**src/rtl/shift_pkg.sv**
```systemverilog
// Shared definitions for the serializer and its matching deserializer.
package shift_pkg;

  localparam int unsigned DefaultWidth = 8;

  typedef enum logic [1:0] {
    StIdle   = 2'd0,
    StShift  = 2'd1,
    StParity = 2'd2,
    StDone   = 2'd3
  } state_e;

endpackage

```
**src/rtl/shift_out_bit_counter.sv**
```systemverilog
// Bit-position counter for shift_out: cleared on load, saturates at COUNT.
module bit_counter #(
  parameter int unsigned COUNT = 8
) (
  input  logic i_clk,
  input  logic i_rst,
  input  logic i_load,
  input  logic i_en,
  output logic o_tc
);

  localparam int unsigned CntW = $clog2(COUNT + 1);
  localparam logic [CntW-1:0] MaxCnt  = CntW'(COUNT);
  localparam logic [CntW-1:0] LastCnt = CntW'(COUNT - 1);

  logic [CntW-1:0] cnt_q = '0;
  logic [CntW-1:0] cnt_d;

  always_comb begin
    cnt_d = cnt_q;
    if (i_load) begin
      cnt_d = '0;
    end else if (i_en && (cnt_q != MaxCnt)) begin
      cnt_d = cnt_q + 1'b1;
    end
  end

  always_ff @(posedge i_clk) begin
    if (i_rst) begin
      cnt_q <= '0;
    end else begin
      cnt_q <= cnt_d;
    end
  end

  // Asserted while the last data bit is on the wire.
  assign o_tc = (cnt_q == LastCnt);

endmodule

```
**src/rtl/shift_out.sv**
```systemverilog
// Parallel-to-serial shifter with valid/ready intake and a downstream hold.
// Define SHIFT_OUT_PARITY_EN to append an even-parity strobe after the data bits.
module shift_out
  import shift_pkg::*;
#(
  parameter int unsigned WIDTH     = DefaultWidth,
  parameter bit          MSB_FIRST = 1'b0
) (
  input  logic             i_clk,
  input  logic             i_rst,
  input  logic             i_valid,
  input  logic [WIDTH-1:0] i_data,
  output logic             o_ready,
  input  logic             i_hold,
  output logic             o_en,
  output logic             o_data,
  output logic             o_busy,
  output logic             o_done
);

  state_e           state_q = StIdle;
  state_e           state_d;
  logic [WIDTH-1:0] word_q  = '0;
  logic [WIDTH-1:0] word_d;
  logic             cnt_load;
  logic             cnt_en;
  logic             cnt_tc;
  logic             serial_bit;

`ifdef SHIFT_OUT_PARITY_EN
  logic par_q = 1'b0;
  logic par_d;
`endif

  // The word shifts toward the output end, so the outgoing bit sits at a fixed position.
  assign serial_bit = MSB_FIRST ? word_q[WIDTH-1] : word_q[0];

  always_comb begin
    state_d  = state_q;
    word_d   = word_q;
    cnt_load = 1'b0;
    cnt_en   = 1'b0;
    o_en     = 1'b0;
    o_data   = 1'b0;
    o_done   = 1'b0;
`ifdef SHIFT_OUT_PARITY_EN
    par_d    = par_q;
`endif
    unique case (state_q)
      StIdle: begin
        if (i_valid) begin
          word_d   = i_data;
          cnt_load = 1'b1;
          state_d  = StShift;
`ifdef SHIFT_OUT_PARITY_EN
          par_d    = 1'b0;
`endif
        end
      end
      StShift: begin
        if (!i_hold) begin
          o_en   = 1'b1;
          o_data = serial_bit;
          cnt_en = 1'b1;
          word_d = MSB_FIRST ? {word_q[WIDTH-2:0], 1'b0} : {1'b0, word_q[WIDTH-1:1]};
`ifdef SHIFT_OUT_PARITY_EN
          par_d  = par_q ^ serial_bit;
          if (cnt_tc) state_d = StParity;
`else
          if (cnt_tc) state_d = StDone;
`endif
        end
      end
`ifdef SHIFT_OUT_PARITY_EN
      StParity: begin
        if (!i_hold) begin
          o_en    = 1'b1;
          o_data  = par_q;
          state_d = StDone;
        end
      end
`endif
      StDone: begin
        o_done  = 1'b1;
        state_d = StIdle;
      end
      default: state_d = StIdle;
    endcase
  end

  always_ff @(posedge i_clk) begin
    if (i_rst) begin
      state_q <= StIdle;
      word_q  <= '0;
`ifdef SHIFT_OUT_PARITY_EN
      par_q   <= 1'b0;
`endif
    end else begin
      state_q <= state_d;
      word_q  <= word_d;
`ifdef SHIFT_OUT_PARITY_EN
      par_q   <= par_d;
`endif
    end
  end

  assign o_ready = (state_q == StIdle);
  assign o_busy  = (state_q != StIdle);

  bit_counter #(
    .COUNT (WIDTH)
  ) u_bit_counter (
    .i_clk  (i_clk),
    .i_rst  (i_rst),
    .i_load (cnt_load),
    .i_en   (cnt_en),
    .o_tc   (cnt_tc)
  );

`ifdef FORMAL
  a_en_busy:     assert property (@(posedge i_clk) o_en |-> o_busy);
  a_ready_busy:  assert property (@(posedge i_clk) !(o_ready && o_busy));
  a_done_single: assert property (@(posedge i_clk) o_done |=> !o_done);
`endif

endmodule

```
**config.mk**
```make
export PLATFORM = sky130hd
export DESIGN_NAME = shift_out
export DESIGN_NICKNAME = d
export VERILOG_FILES = /design/src/rtl/shift_pkg.sv /design/src/rtl/shift_out_bit_counter.sv /design/src/rtl/shift_out.sv
export SDC_FILE = /design/constraint.sdc
export NUM_CORES = 1
export LEC_CHECK = 0
export BUFFER_PORTS_ARGS = -buffer_cell sky130_fd_sc_hd__buf_2
export CORE_AREA = 2 2 39 41
export DETAILED_ROUTE_END_ITERATION = 16
export DIE_AREA = 0 0 41 43
export GPL_TIMING_DRIVEN = 0
export HOLD_SLACK_MARGIN = 0.15
export MAX_ROUTING_LAYER = met4
export PLACE_DENSITY = 0.75
export SLEW_MARGIN = 15
export SYNTH_ARGS = -nofsm -noshare
export SYNTH_HDL_FRONTEND = slang
export SYNTH_SLANG_ARGS = --single-unit
```
**constraint.sdc**
```tcl
create_clock -name i_clk -period 3.55 [get_ports i_clk]
set_input_delay 1.065 -clock i_clk [delete_from_list [all_inputs] [get_ports i_clk]]
set_output_delay 1.065 -clock i_clk [all_outputs]
set_load 0.02 [all_outputs]
```
; After elaboration in Yosys (flattened, before gate mapping)
; Index checks and enable logic that the tools add are counted.
[op_classes]
n_addsub = 1
n_eq_ne = 7
mux = 14
n_reduce_logical = 7
[ops]
columns = operator, n
row1 = two-way mux 8 bit, 2
row2 = one-hot mux 8 bit (2 select lines), 1
row3 = two-way mux 1 bit, 7
row4 = two-way mux 2 bit, 3
row5 = "!= test 2 bit, second input constant", 3
row6 = AND reduction 3 bit, 2
row7 = "adder 4 x 1 -> 4 bit, second input constant", 1
row8 = "== test 4 x 3 -> 1 bit, second input constant", 1
row9 = "!= test 4 bit, second input constant", 1
row10 = one-hot mux 2 bit (2 select lines), 1
row11 = nonzero test 2 bit, 2
row12 = "== test 2 x 1 -> 1 bit, second input constant", 1
row13 = "== test 2 bit, second input constant", 1
row14 = zero test 2 bit, 1
row15 = OR reduction 2 bit, 1
row16 = logical AND 1 bit, 1
[totals]
register_bits = 14
in_bits = 12
output_inout_bits = 5
elab_cells = 32

; Depth between registers and ports, before layout
[depth]
depth_word = 4
depth_mapped = 5
ltp_nobuf = 5

; Modules after synthesis
; From an unflattened synthesis, not the netlist that was laid out.
[unflattened]
hier_cells = 85
hier_area_um2 = 764.5
[modules_own_cells]
columns = mod, instances, cells_per_inst, area_per_inst_um2, seq_area_each_um2
row1 = shift_out, 1, 59, 526.8, 200.2
row2 = bit_counter, 1, 26, 237.7, 80.1

; Worst setup path after synthesis
; OpenSTA, ideal clock, no wires.
[synth_timing]
path_type = input to output
start = input i_hold
end = output o_data
arrival_ns = 1.948
required_time_ns = 2.485
slack_ns = 0.537
stages = 3
path_buffers = 1
cell_sequence = or3b_1 > clkbuf_1 > nor2_1
[synth_via]
elab_chain_cells = 2
[synth_rtl]
columns = element, line
row1 = from (decl), shift_out.sv:14  ; input logic i_hold,
row2 = two-way mux 1 bit, shift_out.sv:61  ; if (!i_hold) begin
row3 = two-way mux 1 bit, shift_out.sv:49  ; unique case (state_q)
row4 = to (decl), shift_out.sv:16  ; output logic o_data,
; No other way between the ends.

; Worst setup path after layout
; Ends and elaborated chain as after synthesis.

==> summary.md <==
| Metric | Value |
|---|---|
| Slowest CP cell | or3b_1 |
| Power Internal | 0.0002252 W |
| Total power divided by cell area | 388.2 nW/µm² |
| H-tree depth | 1 |
| Sw Ratio | 25.83% |
| Core area | 1384 µm² |
| Min Tclk post-route | 3.175 ns |
| Post-DR vias/cell | 5.342 |
| CTS clk-pin slew, worst paths | 0.08 ns |
| CP cell instances | buf_2 > or3b_1 > clkbuf_1 > nor2_1 > buf_2 |
| Worst reg2reg startpoint | state_q[0]$_SDFFE_PP0P_ |
| Crit-path max cell delay | 0.40 ns |
| M1 GR Usage | 23.76% |
| Number of detailed-route iterations in the first pass | 3 |
| Placed insts | 111 |
| Hold crit path type | reg2reg |
| Hold WS | 0.4626 ns |
| Initial antenna violation count | 0 |
| Hold buffer count at cts | 0 |
| R2r endpoint | u_bit_counter.cnt_q[2]$_SDFFE_PP0P_ |
| FF-to-FF path depth | 3 |
| Area delta synth->final | 18.60% |
| CP dominant cell by count | buf_2 |
| Synth top area cells | dfxtp_1 43%, a211oi_1 8.0%, inv_1 7.4% |
| # port buffers | 16 |
| Detail Placement HPWL | 967.4 µm |
| Drt drc | 0 |
| P_sw | 0.00007842 W |
| Clock Skew | 0.001204 ns |
| Die Ht | 43 µm |
| CTS sink cnt | 14 |
| Worst-Skew Late Latency | 0.27 ns |
| Die width | 41 µm |
| RSZ-0062 raised after global routing | no |
| Post-Syn Nets | 93 |
| Critical path destination | o_data |
| Global routing usage on met2 | 25.94% |
| Iter 0 DRT Violations | 10 |
| Vias post-DR | 609 |
| GR peak layer | met2 |
| Worst Tran Pin Value | 0.4344 ns |
| First-pass GRT wire length | 2180 µm |
| Share of the synthesized area in the top cell type | 42.50% |
| R2R setup slack | 1.99 ns |
| Worst Path Required | 2.48 ns |
| CTS Root Cell | clkbuf_4 |
| Final instance count without filler cells | 114 |
| GRT Total Usage | 18.57% |
| Mean post-synth cell area | 8.347 µm² |
| Mapped cell area | 659.4 µm² |
| Setup violators final | 0 |
| Relative slew slack | 71.04% |
| Crit. Startpoint | i_hold |
| Clock tree buffer depth | 2 |
| Seq/Total Area, Yosys | 42.50% |
| Number of buffers created by CTS | 3 |
| Initial Util | 47.65% |
| Synth cell types | 26 |
| CP max FO | 10 |
| Largest net degree at the start of global routing | 11 |
| DRT Wirelength | 1275 µm |
| Combinational share of power | 14.5% |
| CTS tree | yes |
| Most frequent cells in the layout | 16 x buf_2, 14 x dfxtp_1, 13 x inv_1 |
| Final hold vios | 0 |
| Area leader, netlist | dfxtp_1 |
| Slew Viols, Final | 0 |
| GR Util met3 | 4.712% |
| Placer Congestion | 0.7805 |
| Kind of critical path | in2out |
| VDD IR-drop max | 0.2786 mV |
| FF+latch count, synth | 14 |
| Fin crit share | 89.44% |
| Diodes inserted | 0 |
| Cells after Synth | 79 |
| Row cnt | 14 |
| Post-CTS sizing | 0 |
| Antenna viol nets, final | 0 |
| Layout cells sized above 1 | 21.43% |
| Achievable Freq | 315.0 MHz |
| Post-CTS setup buffer count | 0 |
| Worst Path Arrival | 2.11 ns |
| Full die area | 1763 µm² |
| Static leakage | 0.3338 nW |
| Ys Warns | 0 |
| Clock power share | 28.8% |
| Wire length per cell | 11.18 µm |
| Worst Setup Start Kind | input pin |
| Nets@finish | 114 |
| Max Cap Viol | 0 |
| Most common cell after layout, fill and taps aside | buf_2 |
| I/O Pins | 17 |
| Sum Neg Setup Slack | 0 ns |
| Vias in the first global route | 545 |
| Status | finished clean |
| Seq pwr share | 56.7% |
| Endpoint class of the critical path | primary output |
| Total grt overflow | 0 |
## cells by family after synthesis
logic type,share of synthesized area (%)
flip-flops,42.50
buffers and inverters,9.109
AND/OR/NAND/NOR,19.36
AO/OA/AOI/OAI,25.24
adder cells (fa/ha/maj),3.794
## synthesized netlist by cell type
cell	n
a21o_1	2
a211oi_1	7
nor3b_1	1
nand2b_1	2
or3b_1	1
nor4_1	1
a21oi_1	5
nand2_1	2
or3b_2	1
inv_1	13
nor2_1	3
ha_1	2
or2b_1	1
nor3_1	1
o22ai_1	7
dfxtp_1	14
and2_1	2
o21ai_0	3
and3b_1	1
a31oi_1	1
clkbuf_1	3
nand3b_1	1
a31o_2	1
or4_1	1
nand3_1	2
nand4_1	1
## power groups by stage
stage | clock network (W) | registers (W) | logic (W)
final | 0.0000875 | 0.000172 | 0.0000439
after global routing | 0.0000953 | 0.000174 | 0.0000488
after CTS | 0.0000899 | 0.000172 | 0.0000443
after detailed placement | 0 | 0.000176 | 0.0000440
after global placement | 0 | 0.000175 | 0.0000432
after floorplan | 0 | 0.000174 | 0.0000299
## flip-flops by register name, summed over array words and instances, names as in the netlist
name                 count
u_bit_counter.cnt_q      4
state_q                  2
word_q                   8
## stage by stage
| step | power (W) | area (µm²) | setup WS [ns] | util (%) |
|---|---|---|---|---|
| detailed placement | 0.0002198 | 759.5 | 0.3644 | 54.88 |
| finish | 0.0003036 | 782.0 | 0.3749 | 56.51 |
| global route | 0.0003176 | 782.0 | 0.2643 | 56.51 |
| floorplan | 0.0002042 | 659.4 | 0.5370 | - |
| CTS | 0.0003064 | 782.0 | 0.3652 | 56.51 |
| global placement | 0.0002184 | 759.5 | 0.3714 | 54.88 |
## critical path: cells and delay by family
| family | cells | cell delay [ns] |
|---|---|---|
| AND/OR/NAND/NOR | 2 | 0.52 |
| buffers and inverters | 3 | 0.52 |
## routing by layer
layer  routed length [µm]  share of wire [%]  vias up
li1                     -                  -      320
met1                  576                 45      273
met2                  613                 48       11
met3                   54                4.2        5
met4                   31                2.4        0
met5                    0                  0        -
## worst min path at each step
stage	startpoint	end	cells past startpoint
floorplan	word_q[1]$_SDFFE_PP0P_	word_q[1]$_SDFFE_PP0P_	2
global placement	word_q[2]$_SDFFE_PP0P_	word_q[2]$_SDFFE_PP0P_	2
detailed placement	word_q[1]$_SDFFE_PP0P_	word_q[1]$_SDFFE_PP0P_	2
CTS	word_q[1]$_SDFFE_PP0P_	word_q[1]$_SDFFE_PP0P_	2
global route	word_q[4]$_SDFFE_PP0P_	word_q[4]$_SDFFE_PP0P_	2
finish	word_q[1]$_SDFFE_PP0P_	word_q[1]$_SDFFE_PP0P_	2
## layout make-up
| type | instances | area, µm² |
|---|---|---|
| flip-flops and latches | 14 | 280.3 |
| multi-input cells | 49 | 319.1 |
| inverters | 13 | 48.80 |
| well taps | 16 | 20.02 |
| fillers | 134 | 601.8 |
| plain buffers | 3 | 11.26 |
| repair buffers | 16 | 80.08 |
| clock buffers | 3 | 22.52 |
No activity file was read; power rests on OpenSTA's default activity.
